--- src/rtl/z2_ac_pkg.sv ---
// Shared definitions for the Zorro II autoconfig engine.
//  - Expansion-ROM register offsets, as seen on ADDR[8:1].
//  - FSM state type.
//  - Helper functions: Zorro II size code and floor(log2).
package z2_ac_pkg;

    localparam logic [7:0] ER_TYPE   = 8'h00;
    localparam logic [7:0] ER_SIZE   = 8'h01;
    localparam logic [7:0] ER_BASE   = 8'h24;
    localparam logic [7:0] ER_SHUTUP = 8'h26;

    // Width of the slot-count arithmetic (capacity, block size, base offset).
    localparam int CAP_W = 8;

    typedef enum logic [1:0] {
        INIT     = 2'd0,
        OFFER    = 2'd1,
        WAIT_END = 2'd2,
        DONE     = 2'd3
    } ac_state_e;

    // Zorro II er_Type size field, indexed by log2 of the size in MB.
    function automatic logic [3:0] size_code(input logic [2:0] log2_mb);
        logic [3:0] code;
        case (log2_mb)
            3'd3:    code = 4'h0;
            3'd2:    code = 4'h7;
            3'd1:    code = 4'h6;
            3'd0:    code = 4'h5;
            default: code = 4'h0;
        endcase
        return code;
    endfunction

    // Index of the highest set bit; 0 when the value is 0.
    function automatic logic [2:0] floor_log2(input logic [CAP_W-1:0] v);
        logic [2:0] r;
        r = 3'd0;
        for (int i = 0; i < CAP_W; i++) begin
            if (v[i]) begin
                r = 3'(i);
            end else begin
                r = r;
            end
        end
        return r;
    endfunction

endpackage

--- src/rtl/z2_autoconfig_rom.sv ---
// Combinational autoconfig ROM nibble mux.
// Ports:
//  reg_addr  in  8  register index (bus ADDR[8:1])
//  offer     in  3  log2(MB) of the block currently offered
//  nibble    out 4  value for DBUS[15:12]; everything except er_Type is inverted
module z2_autoconfig_rom
    import z2_ac_pkg::*;
#(
    parameter logic [15:0] MFG_ID  = 16'h07DB,
    parameter logic [7:0]  PROD_ID = 8'h02,
    parameter logic [31:0] SERIAL  = 32'd421
) (
    input  logic [7:0] reg_addr,
    input  logic [2:0] offer,
    output logic [3:0] nibble
);

    // Register index to nibble; unlisted registers read as all ones.
    always_comb begin
        nibble = 4'hF;
        case (reg_addr)
            ER_TYPE: nibble = 4'hE;
            ER_SIZE: nibble = size_code(offer);
            8'h02:   nibble = ~PROD_ID[7:4];
            8'h03:   nibble = ~PROD_ID[3:0];
            8'h04:   nibble = ~4'h8;
            8'h05:   nibble = ~4'h0;
            8'h08:   nibble = ~MFG_ID[15:12];
            8'h09:   nibble = ~MFG_ID[11:8];
            8'h0A:   nibble = ~MFG_ID[7:4];
            8'h0B:   nibble = ~MFG_ID[3:0];
            8'h0C:   nibble = ~SERIAL[31:28];
            8'h0D:   nibble = ~SERIAL[27:24];
            8'h0E:   nibble = ~SERIAL[23:20];
            8'h0F:   nibble = ~SERIAL[19:16];
            8'h10:   nibble = ~SERIAL[15:12];
            8'h11:   nibble = ~SERIAL[11:8];
            8'h12:   nibble = ~SERIAL[7:4];
            8'h13:   nibble = ~SERIAL[3:0];
            default: nibble = 4'hF;
        endcase
    end

endmodule

--- src/rtl/z2_autoconfig_multi.sv ---
// Zorro II autoconfig engine for the FastRAM boards.
// Offers a power-of-two RAM block, shrinks the offer on each shut-up and can
// optionally re-offer leftover capacity. Produces a 1MB slot map of
// $200000-$9FFFFF for the DRAM decoder. Bus strobes are synchronised to CLK.
// Ports:
//  CLK, RESETn            clock, async active-low reset
//  ASn, UDSn, RWn         68k bus strobes / direction (strobes async)
//  CFGINn, CFGOUTn        autoconfig daisy chain
//  ADDR[23:1], DIN[3:0]   bus address, DBUS[15:12] on writes
//  DOUT[3:0], DOUT_EN     read nibble and its tristate enable
//  LIMIT_LOG2[1:0]        capacity jumper, sampled once after reset
//  SLOT_MAP[SLOTS-1:0]    1 = slot decoded as our RAM
//  CONFIGURED, CFG_ERR    block accepted / bad base written (sticky)
module z2_autoconfig_multi
    import z2_ac_pkg::*;
#(
    parameter logic [15:0] MFG_ID      = 16'h07DB,
    parameter logic [7:0]  PROD_ID     = 8'h02,
    parameter logic [31:0] SERIAL      = 32'd421,
    parameter int          MAX_LOG2    = 3,
    parameter int          MIN_LOG2    = 0,
    parameter int          SPLIT_OFFER = 0,
    parameter int          SLOTS       = 8
) (
    input  logic             CLK,
    input  logic             RESETn,
    input  logic             ASn,
    input  logic             UDSn,
    input  logic             RWn,
    input  logic             CFGINn,
    input  logic [23:1]      ADDR,
    input  logic [3:0]       DIN,
    output logic [3:0]       DOUT,
    output logic             DOUT_EN,
    input  logic [1:0]       LIMIT_LOG2,
    output logic             CFGOUTn,
    output logic [SLOTS-1:0] SLOT_MAP,
    output logic             CONFIGURED,
    output logic             CFG_ERR
);

    logic             as_meta_r, as_sync_r;
    logic             uds_meta_r, uds_sync_r, uds_prev_r;
    ac_state_e        state_r, state_nxt_s;
    logic [2:0]       offer_r, offer_nxt_s;
    logic [CAP_W-1:0] cap_r, cap_nxt_s;
    logic [SLOTS-1:0] slot_map_r, slot_map_nxt_s;
    logic             configured_r, configured_nxt_s;
    logic             cfg_err_r, cfg_err_nxt_s;
    logic             cfgout_n_r, cfgout_n_nxt_s;
    logic [3:0]       dout_r, dout_nxt_s;
    logic             dout_en_r, dout_en_nxt_s;
    logic             act_done_r, act_done_nxt_s;

    logic             ac_hit_s, strobe_s;
    logic [7:0]       reg_s;
    logic [2:0]       eff_max_s;
    logic [CAP_W-1:0] size_s, base_off_s, cap_after_s;
    logic             base_ok_s;
    logic [SLOTS-1:0] mask_s;
    logic [3:0]       rom_nibble_s;
    logic             unused_addr_s;

    assign unused_addr_s = ^ADDR[15:9];

    z2_autoconfig_rom #(
        .MFG_ID  (MFG_ID),
        .PROD_ID (PROD_ID),
        .SERIAL  (SERIAL)
    ) u_rom (
        .reg_addr (reg_s),
        .offer    (offer_r),
        .nibble   (rom_nibble_s)
    );

    // Two-flop synchronisers for the bus strobes plus UDSn history for edge detection.
    always_ff @(posedge CLK or negedge RESETn) begin
        if (!RESETn) begin
            as_meta_r  <= 1'b1;
            as_sync_r  <= 1'b1;
            uds_meta_r <= 1'b1;
            uds_sync_r <= 1'b1;
            uds_prev_r <= 1'b1;
        end else begin
            as_meta_r  <= ASn;
            as_sync_r  <= as_meta_r;
            uds_meta_r <= UDSn;
            uds_sync_r <= uds_meta_r;
            uds_prev_r <= uds_sync_r;
        end
    end

    // Bus decode, base-address legality and the slot mask of the current offer.
    always_comb begin
        reg_s     = ADDR[8:1];
        // CFGOUTn is still high while we own the chain, so this only hits before DONE.
        ac_hit_s  = (ADDR[23:16] == 8'hE8) && !CFGINn && cfgout_n_r;
        // One action per AS cycle: act_done_r blocks later UDSn falls in the same cycle.
        strobe_s  = uds_prev_r && !uds_sync_r && !as_sync_r && !act_done_r &&
                    ac_hit_s && (state_r == OFFER);
        eff_max_s = (3'(MAX_LOG2) < {1'b0, LIMIT_LOG2}) ? 3'(MAX_LOG2) : {1'b0, LIMIT_LOG2};
        size_s      = 8'd1 << offer_r;
        base_off_s  = {4'd0, DIN} - 8'd2;
        cap_after_s = cap_r - size_s;
        // Base nibbles 0/1 are outside the slot window and are rejected before the wrap.
        base_ok_s   = (DIN >= 4'd2) &&
                      ((base_off_s & (size_s - 8'd1)) == 8'd0) &&
                      ((base_off_s + size_s) <= 8'(SLOTS));
        mask_s = '0;
        for (int i = 0; i < SLOTS; i++) begin
            if ((i >= int'(base_off_s)) && (i < (int'(base_off_s) + int'(size_s)))) begin
                mask_s[i] = 1'b1;
            end else begin
                mask_s[i] = 1'b0;
            end
        end
    end

    // Next-state and next-output logic of the autoconfig FSM.
    always_comb begin
        state_nxt_s      = state_r;
        offer_nxt_s      = offer_r;
        cap_nxt_s        = cap_r;
        slot_map_nxt_s   = slot_map_r;
        configured_nxt_s = configured_r;
        cfg_err_nxt_s    = cfg_err_r;
        cfgout_n_nxt_s   = cfgout_n_r;
        dout_nxt_s       = dout_r;
        dout_en_nxt_s    = ac_hit_s && RWn && !as_sync_r && !uds_sync_r && (state_r == OFFER);

        if (as_sync_r) begin
            act_done_nxt_s = 1'b0;
        end else if (strobe_s) begin
            act_done_nxt_s = 1'b1;
        end else begin
            act_done_nxt_s = act_done_r;
        end

        case (state_r)
            INIT: begin
                cap_nxt_s   = 8'd1 << eff_max_s;
                offer_nxt_s = eff_max_s;
                state_nxt_s = OFFER;
            end
            OFFER: begin
                if (strobe_s && RWn) begin
                    dout_nxt_s = rom_nibble_s;
                end else if (strobe_s && (reg_s == ER_BASE)) begin
                    if (base_ok_s) begin
                        slot_map_nxt_s   = slot_map_r | mask_s;
                        configured_nxt_s = 1'b1;
                    end else begin
                        cfg_err_nxt_s = 1'b1;
                    end
                    // A rejected base still consumes the offer so a split never loops.
                    cap_nxt_s = cap_after_s;
                    if ((SPLIT_OFFER != 0) && (cap_after_s >= (8'd1 << MIN_LOG2))) begin
                        offer_nxt_s = floor_log2(cap_after_s);
                    end else begin
                        state_nxt_s = WAIT_END;
                    end
                end else if (strobe_s && (reg_s == ER_SHUTUP)) begin
                    if (offer_r > 3'(MIN_LOG2)) begin
                        offer_nxt_s = offer_r - 3'd1;
                    end else begin
                        state_nxt_s = WAIT_END;
                    end
                end else begin
                    state_nxt_s = OFFER;
                end
            end
            WAIT_END: begin
                // Level test: a write taken on the same CLK as the AS rise still ends here.
                if (as_sync_r) begin
                    cfgout_n_nxt_s = 1'b0;
                    state_nxt_s    = DONE;
                end else begin
                    state_nxt_s = WAIT_END;
                end
            end
            DONE: begin
                state_nxt_s = DONE;
            end
            default: begin
                state_nxt_s = INIT;
            end
        endcase
    end

    // State register and registered outputs.
    always_ff @(posedge CLK or negedge RESETn) begin
        if (!RESETn) begin
            state_r      <= INIT;
            offer_r      <= 3'(MAX_LOG2);
            cap_r        <= 8'd1 << MAX_LOG2;
            slot_map_r   <= '0;
            configured_r <= 1'b0;
            cfg_err_r    <= 1'b0;
            cfgout_n_r   <= 1'b1;
            dout_r       <= 4'hF;
            dout_en_r    <= 1'b0;
            act_done_r   <= 1'b0;
        end else begin
            state_r      <= state_nxt_s;
            offer_r      <= offer_nxt_s;
            cap_r        <= cap_nxt_s;
            slot_map_r   <= slot_map_nxt_s;
            configured_r <= configured_nxt_s;
            cfg_err_r    <= cfg_err_nxt_s;
            cfgout_n_r   <= cfgout_n_nxt_s;
            dout_r       <= dout_nxt_s;
            dout_en_r    <= dout_en_nxt_s;
            act_done_r   <= act_done_nxt_s;
        end
    end

    assign DOUT       = dout_r;
    assign DOUT_EN    = dout_en_r;
    assign CFGOUTn    = cfgout_n_r;
    assign SLOT_MAP   = slot_map_r;
    assign CONFIGURED = configured_r;
    assign CFG_ERR    = cfg_err_r;

endmodule

--- config.mk ---
export PLATFORM = sky130hd
export DESIGN_NAME = z2_autoconfig_multi
export DESIGN_NICKNAME = d
export VERILOG_FILES = /design/src/rtl/z2_ac_pkg.sv /design/src/rtl/z2_autoconfig_rom.sv /design/src/rtl/z2_autoconfig_multi.sv
export SDC_FILE = /design/constraint.sdc
export NUM_CORES = 1
export LEC_CHECK = 0
export CORE_MARGIN = 2
export CORE_UTILIZATION = 46
export CTS_CLUSTER_DIAMETER = 60
export CTS_CLUSTER_SIZE = 28
export DETAILED_ROUTE_END_ITERATION = 12
export PLACE_DENSITY_LB_ADDON = 0.3
export SLEW_MARGIN = 10
export SYNTH_ARGS = -nofsm -noshare
export SYNTH_HDL_FRONTEND = slang
export SYNTH_SLANG_ARGS = --single-unit
export TNS_END_PERCENT = 100
--- constraint.sdc ---
create_clock -name CLK -period 3.2 [get_ports CLK]
set_input_delay 0.64 -clock CLK [delete_from_list [all_inputs] [get_ports CLK]]
set_output_delay 0.64 -clock CLK [all_outputs]
set_load 0.01 [all_outputs]
==> impl_metrics.json <==
{
  "outcome": "finished with violations",
  "violations": "setup timing",
  "wl_per_cell_um": 15.4,
  "met1_length_um": 2820,
  "cts_root_buf": "clkbuf_8",
  "h-tree-depth": 1,
  "p_leak_nw": 1.53,
  "setup_slack_ns": -0.0536,
  "synth_nets": 321,
  "layout_commonest_cell": "buf_4",
  "numCtsBuffers": 3,
  "clock_path_buffers": 2,
  "rsz0062_at_grt": "yes",
  "ys_warn_count": 0,
  "seq_area_um2": 691,
  "clkLatencyLatePin_ns": 0.28,
  "cts.sinks": 27,
  "post-route-period-util_pct": 102,
  "post-dp-hpwl_um": 4640,
  "drc": 0,
  "cts_tree": "built",
  "die_h_um": 74.9,
  "hold_path.class": "flop to flop",
  "max_freq_ghz": 0.307,
  "synth.avg_cell_area_um2": 8.65,
  "path_cells": "inv_2 > ha_4 > nand2b_4 > inv_2 > ha_4 > inv_4 > fa_2 > buf_6 > a21boi_2 > o21a_1 > or3_4 > a211oi_2 > nand4_1 > or3b_1 > a31o_1",
  "globalRouteOverflowTotal": 0,
  "cp_max_fo": 4,
  "critPathArrivalTime_ns": 3.43,
  "wl_met2_um": 3350,
  "finish.instance_area_um2": 3460,
  "min_period_ns": 3.25,
  "ys_seq_elements": 27,
  "layout_common_cells": "buf_4, clkdlybuf4s50_1, nor2_1, a21oi_1, nand2_1",
  "fill_cells": 337,
  "power.density_nw_per_um2": 212,
  "critPathMaxStageDelay_ns": 0.56,
  "io_pins": 51,
  "rows": 25,
  "hold_buffers": 0,
  "finalNetCount": 415,
  "wl_um": 6590,
  "multi_input_area_um2": 1700,
  "finalMaxSlewViolations": 0,
  "gp_congestion": 0.891,
  "layout-drive-gt1-share_pct": 33.9,
  "synth_top_area_cell": "dfrtp_1",
  "die_width_um": 74.9,
  "cp_slowest_cell": "dfstp_2",
  "first_iter_violations": 214,
  "worstMarginPinSlew_ns": 0.541,
  "vias": 2408,
  "finalPower_w": 0.000732,
  "wl_met3_um": 305,
  "synth.area.top_cells": "dfrtp_1, dfstp_2, ha_1, a21oi_1, nor2_1",
  "vias_per_cell": 5.64,
  "grt_pass1_wl_um": 10700,
  "async_reset_ff_share_pct": 100,
  "num_antenna_cells": 0,
  "slew_headroom_pct": 63.5,
  "cap_violations": 0,
  "crit_type": "flop to flop",
  "grt_pass1_vias": 2350,
  "fin_skew_ns": 0.00463,
  "ant_nets": 0,
  "post_synth_inst_count": 267,
  "grt_max_degree": 28,
  "synth-seq-area-share_pct": 29.9,
  "top_layer": "met4",
  "synthesis.area_um2": 2310,
  "clkTransAtPathRegs_ns": 0.09,
  "synth_cell_type_count": 67,
  "synth_edf_count": 0,
  "first_pass_iters": 4,
  "ir_drop_uv": 237,
  "io_buffer_count": 43,
  "synthFlopType": "dfrtp_1",
  "synth_top_area_share_pct": 16.3,
  "grt_antenna_before_repair": 0,
  "core_area_um2": 4790,
  "track_usage_pct": 24.5,
  "syn_to_final_growth_pct": 49.7,
  "placed_cell_area_um2": 3120,
  "worstSetupEndpointType": "flop",
  "cp.required_ns": 3.37,
  "startpoint_type": "flop",
  "setup_violations": 3,
  "die_area_um2": 5600,
  "regToRegSetupSlack_ns": -0.05,
  "timing_hold_violations_final": 0,
  "initial_core_util_pct": 48.3
}
[worst max-delay path: cells and delay by family, from the launching register on]
family | cells | cell delay [ns]
AOI/OAI and AO/OA | 4 | 0.65
and+or+nand+nor | 4 | 1.07
DFF | 1 | 0.56
adders and majority gates | 3 | 0.60
buffers and inverters | 4 | 0.26
[cell type report]
cell class              count  share of cell area, %
clock buffers               3                   1.19
clock inverters             1                  0.181
inverters                  17                   2.03
multi-input cells         212                   49.1
flip-flops and latches     27                   20.0
well taps                  67                   2.42
repair buffers            100                   25.1
[power breakdown]
group | switching, W | leakage, nW | internal (W)
clock network | 0.000107 | 0.0260 | 0.0000892
registers | 0.00000144 | 0.324 | 0.000347
logic | 0.0000919 | 1.18 | 0.0000953
[Yosys cell counts (2+ instances only)]
master	instances
ha_1	18
or3_1	7
o211ai_1	3
o21bai_1	3
nor4_1	4
nand2_1	20
nand2b_1	4
nor2_1	24
dfrtp_1	15
a21o_1	4
clkbuf_1	8
inv_1	16
dfstp_2	12
a31o_1	3
o22a_1	2
nor3b_1	2
a2bb2oi_1	2
or3b_1	2
xnor2_1	5
nor3_1	7
or4b_1	3
a211oi_1	4
a31oi_1	3
nand4_1	2
and2_1	6
nor2b_1	5
a21oi_1	20
nand3_1	11
o21ai_0	11
a41o_1	3
a21boi_0	2
[sequential cells by signal, summed over array words and instances, names as in the netlist]
signal / flops
uds_meta_r: 1
state_r: 2
offer_r: 3
as_meta_r: 1
as_sync_r: 1
DOUT: 4
CFGOUTn: 1
act_done_r: 1
uds_prev_r: 1
SLOT_MAP: 8
CONFIGURED: 1
CFG_ERR: 1
uds_sync_r: 1
DOUT_EN: 1
[path summary, 6_finish.rpt]
path / start / to / cells after the start
worst max-delay path: offer_r[0] / SLOT_MAP[1] / 15
worst min register to register: as_meta_r / as_sync_r / 0
worst max register to register: offer_r[0] / SLOT_MAP[1] / 15
max in group asynchronous: RESETn / offer_r[1] / 2
min in group asynchronous: RESETn / DOUT_EN / 2
worst min-delay path: as_meta_r / as_sync_r / 0
[per-stage QoR]
stage	setup WS (ns)	util (%)	TNS, ns	hold WS (ns)	cells
6_report	-0.0536	72.3	-0.128	0.362	427
5_1_grt	-0.170	72.3	-0.549	0.369	427
4_1_cts	-0.00792	71.1	-0.0112	0.365	425
3_5_place_dp	-0.630	65.2	-5.11	0.351	410
3_3_place_gp	-0.551	65.2	-4.57	0.346	410
2_1_floorplan	0.00497	-	0	0.344	267
[cells by family (layout without fill, tap and decap cells)]
| logic type | count (synthesis) | in the layout | synth area share (%) |
|---|---|---|---|
| multiplexers | 1 | 1 | 0.433 |
| XOR/XNOR | 7 | 7 | 2.98 |
| adder cells (fa/ha/maj) | 20 | 20 | 11.1 |
| buffers and inverters | 28 | 121 | 5.15 |
| AO/OA/AOI/OAI | 75 | 75 | 23.7 |
| AND/OR/NAND/NOR | 109 | 109 | 26.8 |
| flip-flops | 27 | 27 | 29.9 |
[repair_timing]
action	CTS	global route
endpoints found under the hold margin	0	0
setup endpoints to repair	10	10
resized for setup	39	12
buffers inserted	11	2
pin swaps	22	13
[layer usage]
metal	vias up	global-route usage [%]
met2	66	41.1
met1	1159	33.2
met3	12	2.41
met5	-	0
li1	1171	-
met4	0	8.13
(Power assumes the default switching activity.)
